===== config.mk =====
export PLATFORM = sky130hd
export DESIGN_NAME = rr_grant_arbiter
export DESIGN_NICKNAME = d
export VERILOG_FILES = /design/src/rtl/rr_grant_arbiter.sv
export SDC_FILE = /design/constraint.sdc
export NUM_CORES = 1
export LEC_CHECK = 0
export ABC_AREA = 1
export BUFFER_PORTS_ARGS = -buffer_cell sky130_fd_sc_hd__buf_4
export CORE_ASPECT_RATIO = 2
export CORE_UTILIZATION = 45
export DETAILED_ROUTE_END_ITERATION = 12
export PLACE_DENSITY_LB_ADDON = 0.05
export SETUP_SLACK_MARGIN = 0.4
export SLEW_MARGIN = 20
export SYNTH_ARGS = -nofsm -noshare
export SYNTH_HDL_FRONTEND = slang
export SYNTH_SLANG_ARGS = --single-unit

===== constraint.sdc =====
create_clock -name clk -period 5.9 [get_ports clk]
set_input_delay 1.18 -clock clk [delete_from_list [all_inputs] [get_ports clk]]
set_output_delay 1.18 -clock clk [all_outputs]
set_load 0.05 [all_outputs]

===== src/rtl/rr_grant_arbiter.sv =====
// ---------------------------------------------------------------------------
// rr_grant_arbiter
//
// Eight-requester round-robin arbiter with a per-tenure hold limit.
// A grant is issued from IDLE one cycle after a request is sampled. The
// search starts at a rotating pointer, so every requester gets a turn. An
// owner keeps the grant until it drops its request. With HOLD_MAX != 0 the
// owner is also forced off after HOLD_MAX cycles, which raises a one-cycle
// timeout pulse. Every release is followed by at least one idle cycle
// (break-before-make).
//
// Parameters
//   HOLD_MAX    : maximum grant cycles per tenure (0 = unlimited), 0..255
//
// Ports
//   clk         : in  - clock, rising edge
//   rst_n       : in  - asynchronous active-low reset
//   en          : in  - enables new grants (does not abort a tenure)
//   req[7:0]    : in  - request vector, bit i from requester i
//   grant[7:0]  : out - one-hot grant to the current owner, 0 when idle
//   grant_idx   : out - index of the current / most recent owner
//   grant_valid : out - high while a grant is active
//   timeout     : out - one-cycle pulse following a forced release
//   state_o     : out - FSM state for observation (0 = IDLE, 1 = GRANT)
//
// Handshake: req[i] is a level request, not a pulse. The arbiter never
// latches or queues it. A requester owns the bus in every cycle where its
// grant bit is high, and it releases the bus by dropping req[i]. A request
// from a non-owner is only considered in an IDLE cycle.
// ---------------------------------------------------------------------------
module rr_grant_arbiter #(
    parameter int unsigned HOLD_MAX = 15
) (
    input  logic       clk,
    input  logic       rst_n,
    input  logic       en,
    input  logic [7:0] req,
    output logic [7:0] grant,
    output logic [2:0] grant_idx,
    output logic       grant_valid,
    output logic       timeout,
    output logic       state_o
);

    typedef enum logic {
        IDLE  = 1'b0,
        GRANT = 1'b1
    } state_e;

    localparam logic [7:0] HOLD_LIMIT = 8'(HOLD_MAX);

    state_e     state_q;
    logic [2:0] ptr_q;
    logic [7:0] hold_cnt_q;

    // First set request bit at or above ptr_q, wrapping 7 -> 0. The loop
    // runs from the far end toward ptr_q, so the closest hit is written
    // last and wins.
    logic       pick_found;
    logic [2:0] pick_idx;

    always_comb begin
        pick_found = 1'b0;
        pick_idx   = ptr_q;
        for (int k = 7; k >= 0; k--) begin
            if (req[ptr_q + 3'(k)]) begin
                pick_found = 1'b1;
                pick_idx   = ptr_q + 3'(k);
            end
        end
    end

    logic owner_req;
    logic hold_hit;

    assign owner_req = req[grant_idx];
    assign hold_hit  = (HOLD_MAX != 0) && (hold_cnt_q == HOLD_LIMIT);

    always_ff @(posedge clk or negedge rst_n) begin
        if (!rst_n) begin
            state_q     <= IDLE;
            ptr_q       <= 3'd0;
            hold_cnt_q  <= 8'd0;
            grant       <= 8'd0;
            grant_idx   <= 3'd0;
            grant_valid <= 1'b0;
            timeout     <= 1'b0;
        end else begin
            timeout <= 1'b0;
            case (state_q)
                IDLE: begin
                    if (en && pick_found) begin
                        state_q     <= GRANT;
                        grant_idx   <= pick_idx;
                        grant_valid <= 1'b1;
                        grant       <= 8'd1 << pick_idx;
                        ptr_q       <= pick_idx + 3'd1;
                        hold_cnt_q  <= 8'd1;
                    end
                end
                GRANT: begin
                    // A dropped request takes precedence over the hold
                    // limit, so a simultaneous drop counts as a normal
                    // release.
                    if (!owner_req || hold_hit) begin
                        state_q     <= IDLE;
                        grant_valid <= 1'b0;
                        grant       <= 8'd0;
                        hold_cnt_q  <= 8'd0;
                        timeout     <= owner_req;
                    end else if (hold_cnt_q != 8'hFF) begin
                        // Saturate so that an unlimited tenure never wraps.
                        hold_cnt_q <= hold_cnt_q + 8'd1;
                    end
                end
                default: begin
                    state_q <= IDLE;
                end
            endcase
        end
    end

    assign state_o = (state_q == GRANT);

endmodule


==> flow_summary_export.csv, run 1 <==
group,metric,value,unit
run_status,outcome,"finished clean",
floorplan,initial_core_util,47.09,%
worst_setup_path,worstSetupPathDepth,16,
hold_path,min_from,"grant[5]",
sta,rsz0062_at_grt,"no",
routing,dr.first_iter.drc_count,44,
worst_setup_path,crit_arrival,3380,ps
sta,clock_skew,3.001,ps
yosys,async_reset_ff_share,100.0,%
clock_network,ctsResizeCount,0,
floorplan,core-area,4129,µm²
clock_network,cts_tree,"built",
place,dp_slack,2657,ps
worst_setup_path,required,6060,ps
final_layout,fill_cells,441,
sta,timing.hold.ws,490.4,ps
final_layout,multi_input_comb_area,1137,µm²
yosys,synth_xor_area_share,3.604,%
worst_setup_path,path_cells,"inv_2 -> ha_1 -> inv_2 -> nand3_1 -> nand3_1 -> nand2_1 -> a21oi_1 -> nand2_1 -> nand2_1 -> nand2_1 -> nand2_1 -> inv_1 -> ha_1 -> ha_1 -> nand2_1 -> o21ai_0",
routing,num_vias,1891,
yosys,yosys_register_bits,25,
routing,routed_wl,5110,µm
yosys,yosysMostFrequentCell,"nand2_1",
clock_network,clkTransAtPathRegs,80,ps
flow_run,maxCapViolations,0,
hold_path,worstHoldPathType,"flop to flop",
worst_setup_path,max_stage_delay,590,ps
worst_setup_path,crit_buf_inv,3,
sta,maxSlewHeadroom,72.37,%
clock_network,root_buffer,"clkbuf_8",
yosys,synth_mux_area_share,0,%
yosys,avgSynthCellArea,6.751,µm²
yosys,synth_cell_types,27,
sta,fin_crit_sh,54.61,%
place,gp_routability_congestion,0.9389,
sta,hold_viol,0,
worst_setup_path,startpoint,"ptr_q[0]",
floorplan,die_height,94.96,µm
clock_network,cts-buffers-inserted,3,
sta,worst_slew_pin_slew,414.4,ps
worst_setup_path,reg2reg_depth,16,
global_route,grt-ovfl-total,0,
worst_setup_path,path_class,"flop to flop",
global_route,grt_pass1_vias,2008,
sta,fmax,310.4,MHz
yosys,synth_area,1944,µm²
global_route,grt_pass1_wl,8859,µm
floorplan,die_x,48.48,µm
place,placed_area,2131,µm²
worst_setup_path,crit_path_max_fanout,13,
routing,drtPass1Iterations,4,
worst_setup_path,worst_path_most_repeated_cell,"nand2_1",
global_route,grt_max_degree,26,
sta,fin_tns_setup,0,ps
sta,fin_ws,2678,ps
yosys,synth_compound_area_share,10.10,%
place,hpwl,4194,µm
yosys,ys_seq_area_share,32.18,%
sta,setup_viol,0,
hold_path,hold_depth,2,
yosys,synth_top_area_share,32.18,%
worst_setup_path,start_kind,"flop",
yosys,syn_inst,288,
global_route,grt_usage,25.53,%
routing,drc,0,
routing,ant_nets,0,
clock_network,clock_path_buffers,2,
worst_setup_path,r2r_start,"ptr_q[0]",
yosys,synth-adder-area-share,5.148,%
clock_network,cts.sinks,25,
final_layout,final_cell_area,2177,µm²
clock_network,clk_latency,270,ps
worst_setup_path,path_delay_family,"adder cells",
final_layout,area_growth,11.97,%
yosys,yosys.area_share.simple,39.64,%
final_layout,seqCellArea,625.6,µm²
clock_network,cts_hold_buf,0,
place,port_buffers,24,
floorplan,dieArea,4604,µm²
worst_setup_path,endpoint_kind,"flop",
sta,period_needed,3222,ps
yosys,synth_top_family_by_area,"simple AND/OR/NAND/NOR gates",
final_layout,final_layout_size_suffix_gt1_share,16.18,%
final_layout,diodes,0,
global_route,antenna_found_initial,0,
yosys,yosysTopAreaCell,"dfrtp_1",
sta,slew_violations,0,
yosys,synth_common_cells,"nand2_1 (99), nand3_1 (42), inv_1 (26), dfrtp_1 (25), nor2_1 (19)",
final_layout,nNetsFinal,329,
worst_setup_path,slowest_stage,"dfrtp_1",
yosys,syn-num-nets,307,
floorplan,pin_count,25,
routing,vias_per_cell,5.238,
yosys,synthFlopType,"dfrtp_1",
floorplan,num_rows,33,
yosys,synthTopCellsByArea,"dfrtp_1 (32%), nand2_1 (19%), nand3_1 (11%)",
routing,wire_per_inst,14.16,µm
yosys,yosys_warnings,0,
clock_network,postCtsSetupBuffers,0,
clock_network,h-tree-depth,1,
yosys,synth_edf_count,0,
-- cell type report --
| type | instances | share of cell area (%) |
|---|---|---|
| clock inverters | 1 | 0.2299 |
| flip-flops and latches | 25 | 28.74 |
| well taps | 52 | 2.989 |
| repair buffers | 24 | 8.276 |
| multi-input cells | 224 | 52.24 |
| clock buffers | 3 | 1.897 |
| inverters | 32 | 5.632 |
-- through the flow --
step | cells | util, %
3_3_place_gp | 357 | 51.61
5_1_grt | 361 | 52.73
3_5_place_dp | 357 | 51.61
4_1_cts | 361 | 52.73
6_report | 361 | 52.73
2_1_floorplan | 288 | -
-- layout by cell type (no fill, tap or decap), drive strengths merged --
master / count
nand2: 103
nand3: 44
inv: 32
dfrtp: 25
buf: 24
nor2: 20
o21ai: 20
ha: 8
xor2: 7
a21oi: 7
nand4: 6
nor3: 3
clkbuf: 3
xnor2: 1
o21bai: 1
o211ai: 1
o21a: 1
and2: 1
a22o: 1
clkinv: 1
-- worst min-delay path, cell delays in order, from the launching register on --
cell     delay, ps
dfrtp_1        350
nand2_1         50
nand2_1         60
-- registers in the layout, summed over array words and instances, names as in the netlist --
| name | cells |
|---|---|
| ptr_q | 3 |
| hold_cnt_q | 8 |
| grant | 8 |
| grant_idx | 3 |
| timeout | 1 |
| state_o | 1 |
| grant_valid | 1 |
-- layer usage --
metal / share of wire [%] / global-route usage [%]
met1: 34 / 23.89
met5: 0 / 0
met4: 6.2 / 19.36
met3: 2.8 / 2.254
met2: 57 / 49.88
-- final timing paths --
check,endpoint,slack (ps)
min in group asynchronous,ptr_q[1],790
setup reg to reg,ptr_q[2],2680
setup / recovery,ptr_q[2],2680
max in group asynchronous,hold_cnt_q[2],4870
hold / removal,grant[5],490
hold reg to reg,grant[5],490
-- kinds of logic after synthesis --
| logic type | count (synthesis) |
|---|---|
| xor+xnor | 8 |
| simple gates | 177 |
| compound gates | 31 |
| buf+inv | 39 |
| flops | 25 |
| fa+ha+maj | 8 |
Power of run 1 is left out: the tool's default activity adds up to more than one toggle a clock period on the data nets, which glitch-free logic cannot reach.
==> run 2, diff against run 1 <==
==> constraint.sdc (replaced) <==
create_clock -name clk -period 2.8 [get_ports clk]
set_input_delay 0.56 -clock clk [delete_from_list [all_inputs] [get_ports clk]]
set_output_delay 0.56 -clock clk [all_outputs]
set_load 0.05 [all_outputs]
==> flow_summary_export.csv, run 2 (synthesis results as in run 1) <==
group,metric,value,unit
worst_setup_path,crit_buf_inv,3,
sta,fin_tns_setup,0,ps
worst_setup_path,path_delay_family,"simple AND/OR/NAND/NOR gates",
clock_network,clock_path_buffers,2,
clock_network,cts.sinks,25,
worst_setup_path,reg2reg_depth,19,
floorplan,core-area,4129,µm²
run_status,outcome,"finished clean",
floorplan,pin_count,25,
flow_run,maxCapViolations,0,
final_layout,final_cell_area,2587,µm²
worst_setup_path,r2r_start,"ptr_q[1]",
worst_setup_path,start_kind,"flop",
global_route,grt_pass1_vias,2002,
sta,fmax,406.1,MHz
routing,num_vias,2073,
clock_network,root_buffer,"clkbuf_8",
sta,maxSlewHeadroom,75.28,%
worst_setup_path,worst_path_most_repeated_cell,"nand2_1",
sta,clock_skew,3.024,ps
clock_network,h-tree-depth,1,
floorplan,die_x,48.48,µm
final_layout,area_growth,33.08,%
place,port_buffers,24,
sta,worst_slew_pin_slew,368.0,ps
floorplan,initial_core_util,47.09,%
place,placed_area,2223,µm²
worst_setup_path,crit_path_max_fanout,7,
routing,dr_wl_met3,191,µm
global_route,antenna_found_initial,0,
final_layout,final_core_util,62.67,%
clock_network,cts_hold_buf,0,
floorplan,dieArea,4604,µm²
worst_setup_path,max_stage_delay,470,ps
routing,vias_per_cell,5.528,
final_layout,layout_common_cells,"nand2_1 (88), buf_4 (37), nand3_1 (24), inv_1 (24), dfrtp_1 (22)",
floorplan,num_rows,33,
floorplan,die_height,94.96,µm
routing,ant_nets,0,
worst_setup_path,path_class,"flop to flop",
routing,drtPass1Iterations,4,
worst_setup_path,worstSetupPathDepth,19,
final_layout,nNetsFinal,343,
sta,slew_violations,0,
sta,setup_viol,0,
worst_setup_path,startpoint,"ptr_q[1]",
place,gp_routability_congestion,0.9258,
global_route,grt-ovfl-total,0,
global_route,grt_max_degree,26,
sta,rsz0062_at_grt,"yes",
final_layout,diodes,0,
worst_setup_path,endpoint_kind,"flop",
worst_setup_path,path_cells,"inv_8 -> ha_4 -> inv_6 -> nand3_4 -> nand3_4 -> nand2_4 -> nor2_4 -> nand2_1 -> nand3_2 -> nand2_1 -> nand2_1 -> nand2_1 -> nand2_1 -> nand2_2 -> nand2_4 -> inv_4 -> ha_4 -> ha_4 -> a22o_1",
routing,met2_wirelength,3246,µm
hold_path,worstHoldPathType,"input port to asynchronous set/reset pin",
final_layout,top_regs,"grant x8, hold_cnt_q x8",
routing,dr.first_iter.drc_count,71,
routing,drc,0,
worst_setup_path,crit_arrival,2620,ps
global_route,grt_pass1_wl,8907,µm
final_layout,final_layout_size_suffix_gt1_share,33.75,%
clock_network,clkTransAtPathRegs,80,ps
clock_network,clk_latency,270,ps
clock_network,cts_tree,"built",
sta,fin_crit_sh,87.94,%
worst_setup_path,slowest_stage,"dfrtp_2",
sta,timing.hold.ws,178.9,ps
clock_network,cts-buffers-inserted,3,
routing,top_layer,"met4",
routing,met1_length,1896,µm
worst_setup_path,required,2960,ps
final_layout,mostFrequentLayoutCell,"nand2_1",
final_layout,fill_cells,387,
routing,wire_per_inst,15.28,µm
final_layout,seqCellArea,629.4,µm²
global_route,grt_usage,25.70,%
place,hpwl,4290,µm
final_layout,multi_input_comb_area,1408,µm²
sta,hold_viol,0,
sta,period_needed,2462,ps
routing,routed_wl,5730,µm
## run 2: cell count changes in the layout (fill, tap and decap cells not counted), sizes merged
cell | before | now
buf | 24 | 38
clkbuf | 3 | 4
clkinv | 1 | 0
## run 2: layout make-up
type	instances	area share [%]
clock buffers	4	1.741
inverters	32	5.513
multi-input cells	224	54.40
flip-flops and latches	25	24.32
well taps	52	2.515
repair buffers	38	11.51
## run 2: metal layers
layer	vias up	GRT usage [%]
met2	75	50.35
li1	1001	-
met4	0	22.06
met5	-	0
met1	968	22.18
met3	29	3.382
## run 2: worst register-to-register path, delay by kind of cell (launching register included)
kind,cells,cell delay [ps]
DFF,1,470
and+or+nand+nor,12,900
AOI/OAI and AO/OA,1,200
adders and majority gates,3,590
buffers and inverters,3,190
## run 2: per-stage QoR
stage,instances,setup slack (ps)
after floorplan,288,395.4
after global placement,359,212.0
after detailed placement,359,178.1
after CTS,371,402.0
after global routing,375,232.5
final,375,337.8
## run 2: final timing paths
path | slack, ps | end
worst max-delay path | 340 | grant[7]
worst min-delay path | 180 | grant[6]
worst max register to register | 340 | grant[7]
worst min register to register | 480 | grant[5]
max in group asynchronous | 2360 | ptr_q[1]
min in group clk | 480 | grant[5]
## run 2: timing repair
action	CTS	global route
pin swaps	7	12
buffers inserted	8	4
hold endpoints to repair	0	0
endpoints found under the setup margin	10	10
resized for setup	20	29
Power of run 2 is left out for the same reason.
